==> src/rtl/stackseq_pkg.sv <==
// ============================================================================
// Module  : stackseq_pkg
// Brief   : Shared types, io_in bit positions and helpers for the stack-calc
//           sequencer.
// Rev     : 1.0  initial release
// ============================================================================
`timescale 1ns/1ps
`default_nettype none

package stackseq_pkg;

  typedef enum logic [2:0] {
    IDLE   = 3'd0,
    SETUP  = 3'd1,
    CLK_HI = 3'd2,
    CLK_LO = 3'd3,
    RESP   = 3'd4
  } stackseq_state_e;

  localparam int CALC_CLK_BIT   = 0;
  localparam int MODE2_BIT      = 1;
  localparam int DATA_LSB       = 2;
  localparam int MODE_LSB       = 6;
  localparam int CMD_FIFO_DEPTH = 4;

  typedef struct packed {
    logic       capture;
    logic [2:0] mode;
    logic [3:0] data;
  } stackseq_cmd_t;

  function automatic int max_int(input int a, input int b);
    return (a > b) ? a : b;
  endfunction

  // Core io_in image for a command with the calculator clock low.
  function automatic logic [7:0] pack_fields(input logic [2:0] mode, input logic [3:0] data);
    logic [7:0] f;
    f                  = '0;
    f[MODE_LSB +: 2]   = mode[1:0];
    f[DATA_LSB +: 4]   = data;
    f[MODE2_BIT]       = mode[2];
    f[CALC_CLK_BIT]    = 1'b0;
    return f;
  endfunction

endpackage

`default_nettype wire

==> src/rtl/stackcalc_sequencer_if.sv <==
// ============================================================================
// Module  : stackcalc_sequencer_if
// Brief   : Command and response handshake bundle of the stack-calc sequencer.
// Rev     : 1.0  initial release
// ============================================================================
`timescale 1ns/1ps
`default_nettype none

interface stackcalc_sequencer_if;

  logic       cmd_valid;
  logic       cmd_ready;
  logic [2:0] cmd_mode;
  logic [3:0] cmd_data;
  logic       cmd_capture;
  logic       rsp_valid;
  logic       rsp_ready;
  logic [7:0] rsp_data;

  modport master (
    output cmd_valid, cmd_mode, cmd_data, cmd_capture, rsp_ready,
    input  cmd_ready, rsp_valid, rsp_data
  );

  modport slave (
    input  cmd_valid, cmd_mode, cmd_data, cmd_capture, rsp_ready,
    output cmd_ready, rsp_valid, rsp_data
  );

endinterface

`default_nettype wire

==> src/rtl/stackseq_fifo.sv <==
// ============================================================================
// Module  : stackseq_fifo
// Brief   : Parameterised synchronous FIFO with asynchronous active-low reset.
// Rev     : 1.0  initial release
// ============================================================================
`timescale 1ns/1ps
`default_nettype none

module stackseq_fifo #(
  parameter int WIDTH = 8,
  parameter int DEPTH = 4
) (
  input  logic             clk,
  input  logic             rst,
  input  logic             push,
  input  logic [WIDTH-1:0] wr_data,
  input  logic             pop,
  output logic [WIDTH-1:0] rd_data,
  output logic             full,
  output logic             empty
);

  localparam int            AW     = (DEPTH > 1) ? $clog2(DEPTH) : 1;
  localparam logic [AW-1:0] C_LAST = AW'(DEPTH - 1);
  localparam logic [AW:0]   C_FULL = (AW + 1)'(DEPTH);

  logic [WIDTH-1:0] r_mem [DEPTH];
  logic [AW-1:0]    r_wr_ptr;
  logic [AW-1:0]    r_rd_ptr;
  logic [AW:0]      r_count;
  logic             w_push;
  logic             w_pop;

  assign full    = (r_count == C_FULL);
  assign empty   = (r_count == '0);
  // A push while full is refused even if a pop frees a slot this same cycle.
  assign w_push  = push && !full;
  assign w_pop   = pop && !empty;
  assign rd_data = r_mem[r_rd_ptr];

  always_ff @(posedge clk) begin
    if (w_push) begin
      r_mem[r_wr_ptr] <= wr_data;
    end
  end

  always_ff @(posedge clk or negedge rst) begin
    if (!rst) begin
      r_wr_ptr <= '0;
      r_rd_ptr <= '0;
      r_count  <= '0;
    end else begin
      if (w_push) begin
        r_wr_ptr <= (r_wr_ptr == C_LAST) ? '0 : r_wr_ptr + AW'(1);
      end
      if (w_pop) begin
        r_rd_ptr <= (r_rd_ptr == C_LAST) ? '0 : r_rd_ptr + AW'(1);
      end
      case ({w_push, w_pop})
        2'b10:   r_count <= r_count + (AW + 1)'(1);
        2'b01:   r_count <= r_count - (AW + 1)'(1);
        default: r_count <= r_count;
      endcase
    end
  end

endmodule

`default_nettype wire

==> src/rtl/stackcalc_sequencer.sv <==
// ============================================================================
// Module  : stackcalc_sequencer
// Brief   : Drives the stack-calculator io_in bus from command words, generating
//           the slow calc clock on io_in[0]. STACKSEQ_FIFO_EN adds a 4-deep
//           command FIFO.
// Rev     : 1.0  initial release
// ============================================================================
`timescale 1ns/1ps
`default_nettype none

module stackcalc_sequencer
  import stackseq_pkg::*;
#(
  parameter int SETUP_CYCLES = 1,
  parameter int PULSE_CYCLES = 2
) (
  input  logic                  clk,
  input  logic                  rst,
  stackcalc_sequencer_if.slave  bus,
  output logic [7:0]            calc_in,
  input  logic [7:0]            calc_out,
  output logic                  busy,
  output logic [15:0]           instr_count
);

  localparam int                CNT_W        = $clog2(max_int(SETUP_CYCLES, PULSE_CYCLES)) + 1;
  localparam logic [CNT_W-1:0]  C_SETUP_LOAD = CNT_W'(SETUP_CYCLES - 1);
  localparam logic [CNT_W-1:0]  C_PULSE_LOAD = CNT_W'(PULSE_CYCLES - 1);

  stackseq_state_e  r_state;
  logic [CNT_W-1:0] r_cnt;
  logic [7:0]       r_calc_in;
  logic             r_capture;
  logic             r_rsp_valid;
  logic [7:0]       r_rsp_data;
  logic [15:0]      r_instr_count;

  stackseq_cmd_t    w_next_cmd;
  logic             w_cmd_take;

`ifdef STACKSEQ_FIFO_EN
  stackseq_cmd_t    w_cmd_in;
  logic [7:0]       w_fifo_q;
  logic             w_fifo_full;
  logic             w_fifo_empty;

  assign w_cmd_in      = '{capture: bus.cmd_capture, mode: bus.cmd_mode, data: bus.cmd_data};
  assign bus.cmd_ready = !w_fifo_full;
  assign w_cmd_take    = (r_state == IDLE) && !w_fifo_empty;
  assign w_next_cmd    = stackseq_cmd_t'(w_fifo_q);

  stackseq_fifo #(
    .WIDTH ($bits(stackseq_cmd_t)),
    .DEPTH (CMD_FIFO_DEPTH)
  ) u_cmd_fifo (
    .clk     (clk),
    .rst     (rst),
    .push    (bus.cmd_valid),
    .wr_data (w_cmd_in),
    .pop     (w_cmd_take),
    .rd_data (w_fifo_q),
    .full    (w_fifo_full),
    .empty   (w_fifo_empty)
  );
`else
  assign bus.cmd_ready = (r_state == IDLE);
  assign w_cmd_take    = (r_state == IDLE) && bus.cmd_valid;
  assign w_next_cmd    = '{capture: bus.cmd_capture, mode: bus.cmd_mode, data: bus.cmd_data};
`endif

  assign calc_in       = r_calc_in;
  assign busy          = (r_state != IDLE);
  assign instr_count   = r_instr_count;
  assign bus.rsp_valid = r_rsp_valid;
  assign bus.rsp_data  = r_rsp_data;

  // Fields only change on IDLE->SETUP, so they are always settled before the
  // calc clock rises and held through its fall.
  always_ff @(posedge clk or negedge rst) begin
    if (!rst) begin
      r_state       <= IDLE;
      r_cnt         <= '0;
      r_calc_in     <= '0;
      r_capture     <= 1'b0;
      r_rsp_valid   <= 1'b0;
      r_rsp_data    <= '0;
      r_instr_count <= '0;
    end else begin
      case (r_state)
        IDLE: begin
          if (w_cmd_take) begin
            r_calc_in <= pack_fields(w_next_cmd.mode, w_next_cmd.data);
            r_capture <= w_next_cmd.capture;
            r_cnt     <= C_SETUP_LOAD;
            r_state   <= SETUP;
          end
        end
        SETUP: begin
          if (r_cnt == '0) begin
            r_calc_in[CALC_CLK_BIT] <= 1'b1;
            r_cnt                   <= C_PULSE_LOAD;
            r_state                 <= CLK_HI;
          end else begin
            r_cnt <= r_cnt - CNT_W'(1);
          end
        end
        CLK_HI: begin
          if (r_cnt == '0) begin
            r_calc_in[CALC_CLK_BIT] <= 1'b0;
            r_cnt                   <= C_PULSE_LOAD;
            r_state                 <= CLK_LO;
          end else begin
            r_cnt <= r_cnt - CNT_W'(1);
          end
        end
        CLK_LO: begin
          if (r_cnt == '0) begin
            r_instr_count <= r_instr_count + 16'd1;
            if (r_capture) begin
              r_rsp_data  <= calc_out;
              r_rsp_valid <= 1'b1;
              r_state     <= RESP;
            end else begin
              r_state <= IDLE;
            end
          end else begin
            r_cnt <= r_cnt - CNT_W'(1);
          end
        end
        RESP: begin
          if (bus.rsp_ready) begin
            r_rsp_valid <= 1'b0;
            r_state     <= IDLE;
          end
        end
        default: r_state <= IDLE;
      endcase
    end
  end

endmodule

`default_nettype wire

==> src/flat_wrapper.sv <==
// flat-port wrapper written by rule: the top's interface ports become plain ports
module stackcalc_sequencer_flat import stackseq_pkg::*;
#(
  parameter int SETUP_CYCLES = 1,
  parameter int PULSE_CYCLES = 2
)
  (clk, rst, calc_in, calc_out, busy, instr_count, bus_cmd_valid, bus_cmd_mode, bus_cmd_data, bus_cmd_capture, bus_rsp_ready, bus_cmd_ready, bus_rsp_valid, bus_rsp_data);
  stackcalc_sequencer_if bus_i ();
  input  logic clk;
  input  logic rst;
  output logic [7:0] calc_in;
  input  logic [7:0] calc_out;
  output logic busy;
  output logic [15:0] instr_count;
  input wire logic [$bits(bus_i.cmd_valid)-1:0] bus_cmd_valid;
  input wire logic [$bits(bus_i.cmd_mode)-1:0] bus_cmd_mode;
  input wire logic [$bits(bus_i.cmd_data)-1:0] bus_cmd_data;
  input wire logic [$bits(bus_i.cmd_capture)-1:0] bus_cmd_capture;
  input wire logic [$bits(bus_i.rsp_ready)-1:0] bus_rsp_ready;
  output wire logic [$bits(bus_i.cmd_ready)-1:0] bus_cmd_ready;
  output wire logic [$bits(bus_i.rsp_valid)-1:0] bus_rsp_valid;
  output wire logic [$bits(bus_i.rsp_data)-1:0] bus_rsp_data;
  assign bus_i.cmd_valid = bus_cmd_valid;
  assign bus_i.cmd_mode = bus_cmd_mode;
  assign bus_i.cmd_data = bus_cmd_data;
  assign bus_i.cmd_capture = bus_cmd_capture;
  assign bus_i.rsp_ready = bus_rsp_ready;
  assign bus_cmd_ready = bus_i.cmd_ready;
  assign bus_rsp_valid = bus_i.rsp_valid;
  assign bus_rsp_data = bus_i.rsp_data;
  stackcalc_sequencer #(.SETUP_CYCLES(SETUP_CYCLES), .PULSE_CYCLES(PULSE_CYCLES)) u_core (.clk(clk), .rst(rst), .bus(bus_i), .calc_in(calc_in), .calc_out(calc_out), .busy(busy), .instr_count(instr_count));
endmodule
==> config.mk <==
export PLATFORM = sky130hd
export DESIGN_NAME = stackcalc_sequencer_flat
export DESIGN_NICKNAME = d
export VERILOG_FILES = /design/src/rtl/stackseq_pkg.sv /design/src/rtl/stackcalc_sequencer_if.sv /design/src/rtl/stackseq_fifo.sv /design/src/rtl/stackcalc_sequencer.sv /design/src/flat_wrapper.sv
export SDC_FILE = /design/constraint.sdc
export NUM_CORES = 1
export LEC_CHECK = 0
export CORE_ASPECT_RATIO = 0.9
export CORE_MARGIN = 5
export CORE_UTILIZATION = 49
export CTS_CLUSTER_SIZE = 20
export DETAILED_ROUTE_END_ITERATION = 12
export GPL_TIMING_DRIVEN = 0
export HOLD_SLACK_MARGIN = 0.15
export PLACE_DENSITY = 0.83
export SLEW_MARGIN = 20
export SYNTH_ARGS = -nofsm -noshare
export SYNTH_HDL_FRONTEND = slang
export SYNTH_SLANG_ARGS = --single-unit
export TNS_END_PERCENT = 10
==> constraint.sdc <==
create_clock -name clk -period 4 [get_ports clk]
set_clock_uncertainty 0.15 [all_clocks]
set_input_delay 1 -clock clk [delete_from_list [all_inputs] [get_ports clk]]
set_output_delay 1 -clock clk [all_outputs]
set_load 0.02 [all_outputs]
# Word level (Yosys, flattened, before mapping)

Index checks and enable logic that the tools add are counted.

Bits in registers: 39
Input bits: 20
Output and inout bits: 35
Word-level logic and storage cells: 55

Add/subtract/negate cells: 2
Eq/ne operators: 11
Multiplexer cells: 19
Reductions and logical operators: 15

Operators with widths:

| operator                | number |
|---|---|
| $mux W3                 | 6 |
| $add A16 B1 Y16 const B | 1 |
| $pmux W3 S5             | 1 |
| $ne A2 B1 Y1 const B    | 5 |
| $reduce_bool A3 Y1      | 3 |
| $reduce_and A4 Y1       | 2 |
| $eq A3 B2 Y1 const B    | 2 |
| $mux W1                 | 6 |
| $mux W2                 | 3 |
| $pmux W2 S3             | 1 |
| $reduce_and A3 Y1       | 2 |
| $reduce_and A5 Y1       | 1 |
| $ne A2 B2 Y1 const B    | 2 |
| $reduce_and A2 Y1       | 2 |
| $eq A3 B1 Y1 const B    | 1 |
| $eq A3 B3 Y1 const B    | 1 |
| $logic_not A3 Y1        | 1 |
| $pmux W1 S3             | 1 |
| $logic_not A2 Y1        | 1 |
| $pmux W1 S2             | 1 |
| $reduce_bool A2 Y1      | 1 |
| $reduce_or A2 Y1        | 1 |
| $sub A2 B1 Y2 const B   | 1 |
| $logic_and A1 B1 Y1     | 1 |

# Depth between registers and ports, before layout

Gate-level depths: netlist (run 1).

Depth in word-level cells: 4
Mapped depth: 6
Mapped depth without buffers: 6

# Worst setup path after synthesis (run 1)

Ideal clock, no wire load.

Path type: reg2out
Start point: register u_core.r_state[0]
End point: output bus_cmd_ready
Arrival time: 0.954 ns
Required time: 2.850 ns
Setup slack: 1.896 ns
Stages on the path, launching flop included: 3
Buffers on the path: 0
Cell sequence: dfrtp_1 -> or3_4 -> inv_2

Cells in the longest elaborated chain, start to end: 1

RTL lines:

| what                   | line                       | source |
|---|---|---|
| from (decl)            | stackcalc_sequencer.sv:30  | `stackseq_state_e r_state;` |
| from (signal assigned) | stackcalc_sequencer.sv:81  | `r_state <= IDLE;` |
| from (signal assigned) | stackcalc_sequencer.sv:95  | `r_state <= SETUP;` |
| from (signal assigned) | stackcalc_sequencer.sv:102 | `r_state <= CLK_HI;` |
| $logic_not A3 Y1       | stackcalc_sequencer.sv:66  | `assign bus.cmd_ready = (r_state == IDLE);` |
| to (decl)              | flat_wrapper.sv:20         | `output wire logic [$bits(bus_i.cmd_ready)-1:0] bus_cmd_ready;` |

Every way passes these cells.

# Worst setup path in the final report (run 1)

Same ends and word-level chain as after synthesis.

==> results of run 1 <==
==> worst reg2reg max path: cells and delay by family, from the launching register on <==
family / cells / cell delay [ns]
AND/OR/NAND/NOR: 3 / 0.75
adder cells (fa/ha/maj): 1 / 0.30
XOR/XNOR: 1 / 0.13
buffers and inverters: 1 / 0.11
flip-flops: 1 / 0.40
==> cell usage after synthesis <==
cell	n	share of area
a211o_1	1	0.0049
a21oi_1	5	0.014
a22oi_1	1	0.0042
a311oi_2	1	0.0085
and2_1	2	0.0070
and3_1	1	0.0035
and4b_1	1	0.0056
buf_2	3	0.0085
buf_4	1	0.0042
dfrtp_1	39	0.55
ha_1	4	0.028
inv_1	4	0.0085
inv_2	1	0.0021
mux2_1	16	0.10
mux2i_1	3	0.017
nand2_1	11	0.023
nand2_2	1	0.0035
nand3_1	7	0.020
nand3b_1	1	0.0042
nand4_1	4	0.014
nand4b_4	1	0.013
nor2_1	8	0.017
nor2b_1	3	0.011
nor3_1	2	0.0056
nor4_1	1	0.0035
nor4_4	2	0.024
o21ai_0	2	0.0056
o21ai_1	1	0.0028
or3_4	1	0.0063
xnor2_1	11	0.054
xor2_1	5	0.025
==> power by group <==
part	switching (mW)	leakage (nW)	total, mW	internal (mW)
logic	0.437	0.577	0.848	0.410
registers	0.102	0.493	0.635	0.533
clock network	0.134	0.0505	0.291	0.157
==> metal layers <==
metal,global-route usage,vias up
li1,-,621
met1,0.231,650
met2,0.292,30
met3,0.0483,4
met4,0.0339,0
met5,0,-
==> layout by cell type (no fill, tap or decap), types with 2 or more instances in the layout <==
master           Yosys  final
ha_1                 4      4
xnor2_1             11     11
mux2i_1              3      3
o21ai_0              2      2
dfrtp_1             39     39
and2_1               2      2
nor3_1               2      2
nor2_1               8      8
inv_1                4      4
nand4_1              4      4
mux2_1              16     16
nand3_1              7      7
xor2_1               5      5
clkbuf_8             0      7
buf_2                3      4
clkdlybuf4s50_1      0     53
a21oi_1              5      5
nor4_4               2      2
nor2b_1              3      3
nand2_1             11     11
==> flip-flops by register name, indices dropped and copies added (netlist names) <==
name / flops
u_core.bus.rsp_valid: 1
u_core.r_state: 3
u_core.bus.rsp_data: 8
u_core.instr_count: 16
u_core.r_cnt: 2
u_core.calc_in: 8
u_core.r_capture: 1
==> cell type report <==
class / count / area share
Clock buffer: 7 / 0.0386
Buffer: 4 / 0.00902
Tap cell: 44 / 0.0220
Sequential cell: 39 / 0.391
Timing Repair Buffer: 55 / 0.225
Clock inverter: 1 / 0.00301
Inverter: 5 / 0.00752
Multi-Input combinational cell: 96 / 0.304
==> cell families after synthesis <==
family / Yosys count / synth area share
simple gates: 46 / 0.161
fa+ha+maj: 4 / 0.0282
mux: 19 / 0.118
buf+inv: 9 / 0.0233
flops: 39 / 0.550
compound gates: 11 / 0.0402
xor+xnor: 16 / 0.0789
==> final timing paths <==
kind	endpoint	slack, ns	cells after the start	start
worst min register to register	u_core.instr_count[15]	0.32	1	u_core.instr_count[15]
worst max-delay path	bus_cmd_ready	1.06	3	u_core.r_state[0]
worst min-delay path	u_core.instr_count[15]	0.32	1	u_core.instr_count[15]
min in group asynchronous	u_core.instr_count[15]	0.50	1	rst
worst max register to register	u_core.instr_count[12]	2.05	6	u_core.r_cnt[0]
max in group asynchronous	u_core.r_cnt[0]	2.73	2	rst
==> out/results.txt, run 1 <==
Largest net degree at the start of global routing: 23
Number of clock sinks: 39
Worst Path Required: 2.85 ns
First-pass GRT wire length: 6600 um
Syn nets: 168
Top layer reached by signal wires: met4
Cells resized by post-CTS repair: 0
P_leak: 1.12 nW
Fillcell total: 250
Fin util: 0.728
Power Total: 1.77 mW
Startpoint types: flop
Yosys cell types: 31
Port bufs: 54
Cell family with most CP delay: buffers and inverters
Clk_lat worst skew: 0.29 ns
Status: finished clean
Final net count: 230
Max-slew violations: 0
Worst path arrival time: 1.79 ns
# IOs: 55
Clk slew on worst S/H paths: 0.07 ns
CP Capture Type: output port
Die area: 4930 um2
Yosys reg bits: 39
Final worst slack: 1.06 ns
Register Area: 976 um2
Rel. slew slack: 0.695
Ant diodes: 0
Worst VDD drop: 0.000516 V
Fin crit share: 0.736
Die width: 73.5 um
CP peak stage delay: 0.59 ns
CTS tree: built
Fin. Hold Viols: 0
Power Density: 710 nW/um2
CTS H-tree depth: 2
Core area: 3430 um2
CP max stage cell: clkdlybuf4s50_1
Routed Wire Length: 3810 um
Clk buf depth: 2
Final ANT Viol Nets: 0
Post-CTS Hold Fix Bufs: 0
Wire length on met3: 200 um
RSZ-0062 raised after global routing: false
Die H: 67.1 um
Slew @ Worst Pin: 0.458 ns
DP HPWL: 3000 um
CTS buffer count: 5
Met1 Routed Length: 1670 um
Final hold slack: 0.321 ns
Finish-stage setup viols: 0
Crit-path cells: or3_4, inv_2, clkdlybuf4s50_1
Seq/Total Area, Yosys: 0.550
Placed Instances: 243
Post-CTS Setup Inserts: 0
Vias in the first global route: 1374
Layout cells sized above 1: 0.101
Critical path type: flop to output port
Yosys warns: 0
DRC: 0
Root buf cell: clkbuf_8
Layout area overhead: 40.7%
Fin Setup TNS: 0 ns
Cell Area, Synth: 1780 um2
Final Cell Area: 2500 um2
Drt initial violations: 28
Synthesized area per cell: 12.3 um2
Wire per inst: 15.2 um
Worst min path class: flop to flop
Initial antenna violation count: 0
Drt pass-1 iters: 4
Vias/cell: 5.20
MaxCap Viol Count: 0
Post-place setup slack: 1.37 ns
Crit-path max FO: 5
Final min period: 2.94 ns
Met2 wire len: 1920 um
Total GRT Usage: 0.175
Non-Filler Instances: 251
Multi-input combinational cell area: 758 um2
Post-Syn Instances: 144
Via count: 1305
Initial Util: 0.518
Crit path buf inv count: 2
Post-DP Area: 2390 um2
Max Clock Freq: 0.340 GHz
Routability cong.: 0.846
GRT overflow: 0
Row Count: 20
Power figures use the tool's default switching activity.
==> run 2: changes to the inputs <==
CORE_UTILIZATION = 41   (was 49)
PLACE_DENSITY = 0.74   (was 0.83)
clock period = 2.7 ns   (was 4 ns; I/O delays follow)
==> run 2 against run 1 <==
  * Global-route usage decreased by 3.0 points
  * Register-to-register slack got worse by 1.3 ns
  * First-iteration DRC count up 57%
  * Combinational power is 47% higher
  * Worst hold slack lost 0.15 ns
  * Largest cell class unchanged
  * Die area increased by 17%
  * Routed wire length fell by 1.5%
  * Setup slack worse by 0.98 ns
  * Clock power increased by 31%
  * Sequential share of layout area up 0.22 points
  * Sequential cell count did not move
  * Power is 45% higher
==> out/results.txt, run 2 (synthesis results as in run 1) <==
Status: finished clean
Max-slew violations: 0 (unchanged)
Commonest non-fill, non-tap cell in the layout: clkdlybuf4s50_1
Die width: 79.4 um (+8.1%)
Register Area: 976 um2 (unchanged)
Final ANT Viol Nets: 0 (unchanged)
Row Count: 22 (+10%)
Worst Path Required: 1.88 ns (-0.97 ns)
Grt met2 use: 0.248 (-0.0444)
Via count: 1297 (-0.61%)
Routed Wire Length: 3760 um (-1.5%)
Initial antenna violation count: 0 (unchanged)
Total GRT Usage: 0.145 (-0.0301)
Power Density: 1030 nW/um2 (+45%)
Fin crit share: 0.972
CTS H-tree depth: 2 (unchanged)
Rel. slew slack: 0.686 (-0.00844)
DP HPWL: 2940 um (-1.7%)
GR Util met1: 0.178 (-0.0529)
Reg-to-Reg End: u_core.instr_count[12]
Final min period: 2.62 ns
Root buf cell: clkbuf_8
Fillcell total: 332 (+33%)
Worst min path class: primary input to asynchronous set/reset pin
Routability cong.: 0.809 (-4.4%)
Number of clock sinks: 39 (unchanged)
Vias/cell: 5.09 (-2.2%)
Worst VDD drop: 0.000678 V (+31%)
Clk buf depth: 2 (unchanged)
CP Capture Type: output port
Initial Util: 0.430 (-0.0879)
Layout area overhead: 39.9%
Drt initial violations: 44 (+57%)
Gr busiest metal: met2
Vias in the first global route: 1370 (-0.29%)
Crit-path max FO: 5 (unchanged)
DRC: 0 (unchanged)
CTS tree: built
Max Clock Freq: 0.381 GHz
Core area: 4130 um2 (+20%)
Port bufs: 54 (unchanged)
Fin Setup TNS: 0 ns (unchanged)
Multi-input combinational cell area: 758 um2 (unchanged)
Drt pass-1 iters: 4 (unchanged)
Final net count: 230 (unchanged)
Ant diodes: 0 (unchanged)
Cells resized by post-CTS repair: 0 (unchanged)
Layout cells sized above 1: 0.0966 (-0.00483)
Post-CTS Hold Fix Bufs: 0 (unchanged)
Max reg flops: 16 (unchanged)
MaxCap Viol Count: 0 (unchanged)
Reg-to-Reg Start: u_core.r_cnt[0]
RSZ-0062 raised after global routing: false
Largest net degree at the start of global routing: 22 (-4.3%)
Commonest non-fill, non-tap cells in the layout: clkdlybuf4s50_1, dfrtp_1, mux2_1, nand2_1, xnor2_1
R2R depth: 6 (unchanged)
R2R Setup Slk: 0.75 ns (-1.30 ns)
First-pass GRT wire length: 6430 um (-2.5%)
Met3 usage: 0.0360 (-0.0123)
Die H: 72.4 um (+7.9%)
Worst path arrival time: 1.80 ns (about the same)
Clk slew on worst S/H paths: 0.08 ns (about the same)
Clk_lat worst skew: 0.30 ns (about the same)
Fin. Hold Viols: 0 (unchanged)
Slew @ Worst Pin: 0.470 ns (+0.0127 ns)
P_leak: 1.11 nW (-0.83%)
Startpoint types: flop
Finish-stage setup viols: 0 (unchanged)
Power Total: 2.56 mW (+45%)
GRT overflow: 0 (unchanged)
CTS buffer count: 5 (unchanged)
Critical path type: flop to output port
# IOs: 55 (unchanged)
Die area: 5750 um2 (+17%)
Wire per inst: 14.7 um (-3.0%)
Post-CTS Setup Inserts: 0 (unchanged)
## run 2: report_power, final
| part | switching, mW | internal (mW) | leakage (nW) | total, mW |
|---|---|---|---|---|
| Combinational | 0.638 | 0.608 | 0.577 | 1.25 |
| Clock | 0.201 | 0.180 | 0.0412 | 0.382 |
| Sequential | 0.146 | 0.789 | 0.493 | 0.935 |
| Total | 0.986 | 1.58 | 1.11 | 2.56 |
## run 2: critical path, cell delays in order (launching register included)
cell and delay (ns):
dfrtp_1 0.45, or3_4 0.41, inv_2 0.06, clkdlybuf4s50_1 0.59
## run 2: through the flow
stage / cell area (um2) / hold WS [ns] / std cells / setup WS (ns) / utilization
2_1_floorplan: 1780 / 0.229 / 144 / 0.881 / -
3_3_place_gp: 2380 / 0.309 / 246 / -0.0492 / 0.575
6_report: 2480 / 0.172 / 255 / 0.0762 / 0.602
4_1_cts: 2480 / 0.182 / 255 / 0.0656 / 0.602
3_5_place_dp: 2400 / 0.328 / 247 / 0.401 / 0.581
5_1_grt: 2480 / 0.194 / 255 / 0.0219 / 0.602
## run 2: metal layers
layer  vias up  part of all wire
li1        618                 -
met1       641              0.42
met2        31              0.52
met3         7             0.045
met4         0             0.018
met5         -                 0
## run 2: final cells by class
cell class / instances / share of cell area
Sequential cell: 39 / 0.393
Multi-Input combinational cell: 96 / 0.305
Timing Repair Buffer: 55 / 0.227
Clock buffer: 6 / 0.0292
Tap cell: 48 / 0.0242
Buffer: 4 / 0.00907
Inverter: 5 / 0.00756
Clock inverter: 2 / 0.00504
## run 2: worst max-delay path by stage
stage,from,end,slack [ns],cells past startpoint
detailed placement,u_core.r_state[0],bus_cmd_ready,0.40,3
global route,u_core.r_state[0],bus_cmd_ready,0.02,3
CTS,u_core.r_state[0],bus_cmd_ready,0.07,3
global placement,rst,u_core.r_cnt[1],-0.05,1
floorplan,u_core.r_state[0],u_core.calc_in[1],0.88,5
finish,u_core.r_state[0],bus_cmd_ready,0.08,3
==> run 3: changes to the inputs <==
CORE_UTILIZATION = 46   (was 41)
PLACE_DENSITY = 0.79   (was 0.74)
clock period = 2.45 ns   (was 2.7 ns; I/O delays follow)
==> run 3 against run 2 <==
  * Final cell count decreased by 0.39%
  * Non-clock buffer count increased by 1
  * Setup slack improved by 0.098 ns
  * Register-to-register slack worse by 0.27 ns
  * Count of clock-buffer cells in the layout stayed put
  * Combinational power increased by 7%
  * Utilization rose by 6.3 points
  * Sequential share of layout area barely moved
  * Clock power increased by 7.3%
  * Sequential power grew 10%
  * Routed wire length down 6.3%
  * Power rose by 8.5%
  * Critical endpoint unchanged
==> out/results.txt, run 3 (synthesis results as in run 1) <==
Root buf cell: clkbuf_8
First-pass GRT wire length: 6010 um (-6.5%)
CP Capture Type: output port
GRT overflow: 0 (unchanged)
Power Total: 2.78 mW (+8.5%)
Top layer reached by signal wires: met4
Worst min path class: flop to flop
Drt initial violations: 35 (-20%)
Crit-path max FO: 5 (unchanged)
Status: finished clean
Slew @ Worst Pin: 0.329 ns (-0.141 ns)
Wire length on met3: 337 um (+100%)
MaxCap Viol Count: 0 (unchanged)
Die width: 75.5 um (-4.9%)
CTS H-tree depth: 2 (unchanged)
DP HPWL: 2790 um (-5.2%)
Max-slew violations: 0 (unchanged)
Non-Filler Instances: 254 (-0.39%)
CTS buffer count: 5 (unchanged)
Via count: 1311 (+1.1%)
Die H: 68.9 um (-4.8%)
Critical path type: flop to output port
Max Clock Freq: 0.439 GHz
Number of clock sinks: 39 (unchanged)
Register Area: 976 um2 (unchanged)
Fin crit share: 0.929
Rel. slew slack: 0.780 (+0.0935)
Clk buf depth: 2 (unchanged)
Finish-stage setup viols: 0 (unchanged)
Port bufs: 54 (unchanged)
Commonest non-fill, non-tap cell in the layout: clkdlybuf4s50_1
Fin. Hold Viols: 0 (unchanged)
Largest net degree at the start of global routing: 28 (+27%)
Initial Util: 0.476 (+0.0459)
Worst Path Required: 1.69 ns (-0.19 ns)
Die area: 5200 um2 (-9.5%)
Core area: 3730 um2 (-9.6%)
Initial antenna violation count: 0 (unchanged)
Multi-input combinational cell area: 758 um2 (unchanged)
Final Cell Area: 2480 um2 (-0.10%)
# IOs: 55 (unchanged)
Clk_lat worst skew: 0.28 ns (-0.02 ns)
Post-CTS Setup Inserts: 0 (unchanged)
Routed Wire Length: 3520 um (-6.3%)
P_leak: 1.11 nW (+0.32%)
Vias/cell: 5.16 (+1.5%)
Clk slew on worst S/H paths: 0.07 ns (about the same)
Commonest non-fill, non-tap cells in the layout: clkdlybuf4s50_1, dfrtp_1, mux2_1, nand2_1, xnor2_1
Power Density: 1120 nW/um2 (+8.6%)
Final min period: 2.28 ns
Placed Instances: 245 (-0.81%)
Layout cells sized above 1: 0.0962 (-0.000465)
Drt pass-1 iters: 4 (unchanged)
Post-DP Area: 2390 um2 (-0.42%)
DRC: 0 (unchanged)
Vias in the first global route: 1332 (-2.8%)
Final net count: 231 (+0.43%)
Max reg flops: 16 (unchanged)
Startpoint types: flop
CTS tree: built
Reg-to-Reg Start: u_core.r_cnt[0]
Layout area overhead: 39.7%
Wire per inst: 13.9 um (-5.9%)
Met1 Routed Length: 1450 um (-8.3%)
Row Count: 21 (-4.5%)
Crit path from: u_core.r_state[0]
Final ANT Viol Nets: 0 (unchanged)
Hold path start: u_core.instr_count[15]
Fillcell total: 299 (-9.9%)
Worst VDD drop: 0.000763 V (+13%)
Routability cong.: 0.759 (-6.1%)
Ant diodes: 0 (unchanged)
Worst path arrival time: 1.51 ns (-0.29 ns)
Met2 wire len: 1660 um (-14%)
Total GRT Usage: 0.156 (+0.0110)
RSZ-0062 raised after global routing: false
run 3: cell types whose count changed in the layout (fill, tap and decap cells not counted), sizes merged:
| cell | delta |
|---|---|
| dlygate4sd2 | +2 |
| clkdlybuf4s50 | -2 |
| dlygate4sd3 | +1 |
run 3: area by class of cell:
cell class,count,share of cell area
sequential,39,0.393
multi-input combinational,96,0.306
timing repair buffer,56,0.227
clock buffer,6,0.0292
tap,46,0.0232
buffer,4,0.00908
inverter,5,0.00756
clock inverter,2,0.00504
run 3: critical path, stage by stage, from the launching register on:
cell           delay, ns
dfrtp_1             0.44
or3_4               0.40
inv_2               0.06
dlygate4sd2_1       0.32
run 3: metrics by stage:
step | TNS (ns) | worst slack, ns | hold WS, ns | util
4_1_cts | 0 | 0.158 | 0.330 | 0.665
3_5_place_dp | 0 | 0.220 | 0.320 | 0.640
3_3_place_gp | -10.67 | -0.275 | 0.311 | 0.636
2_1_floorplan | 0 | 0.631 | 0.167 | -
5_1_grt | 0 | 0.101 | 0.338 | 0.665
6_report | 0 | 0.174 | 0.329 | 0.665
run 3: path summary, 6_finish.rpt:
kind	end	cells past startpoint	slack, ns
min in group asynchronous	u_core.bus.rsp_data[2]	2	0.61
setup / recovery	bus_cmd_ready	3	0.17
max in group asynchronous	u_core.r_cnt[0]	3	1.11
hold reg to reg	u_core.instr_count[15]	1	0.33
setup reg to reg	u_core.instr_count[12]	6	0.48
hold / removal	u_core.instr_count[15]	1	0.33
run 3: repair_timing:
action	in CTS	in global routing
hold buffers	1	0
setup endpoints to repair	2	0
resized for setup	2	0
hold endpoints to repair	12	0
run 3: per-layer routing:
layer | GRT usage | vias up
li1 | - | 623
met1 | 0.183 | 634
met2 | 0.259 | 48
met3 | 0.0580 | 6
met4 | 0.0655 | 0
met5 | 0 | -
run 3: power by group:
part,switching [mW],internal [mW],leakage [nW]
logic,0.683,0.653,0.581
clock network,0.211,0.199,0.0412
registers,0.165,0.869,0.493
total,1.06,1.72,1.11
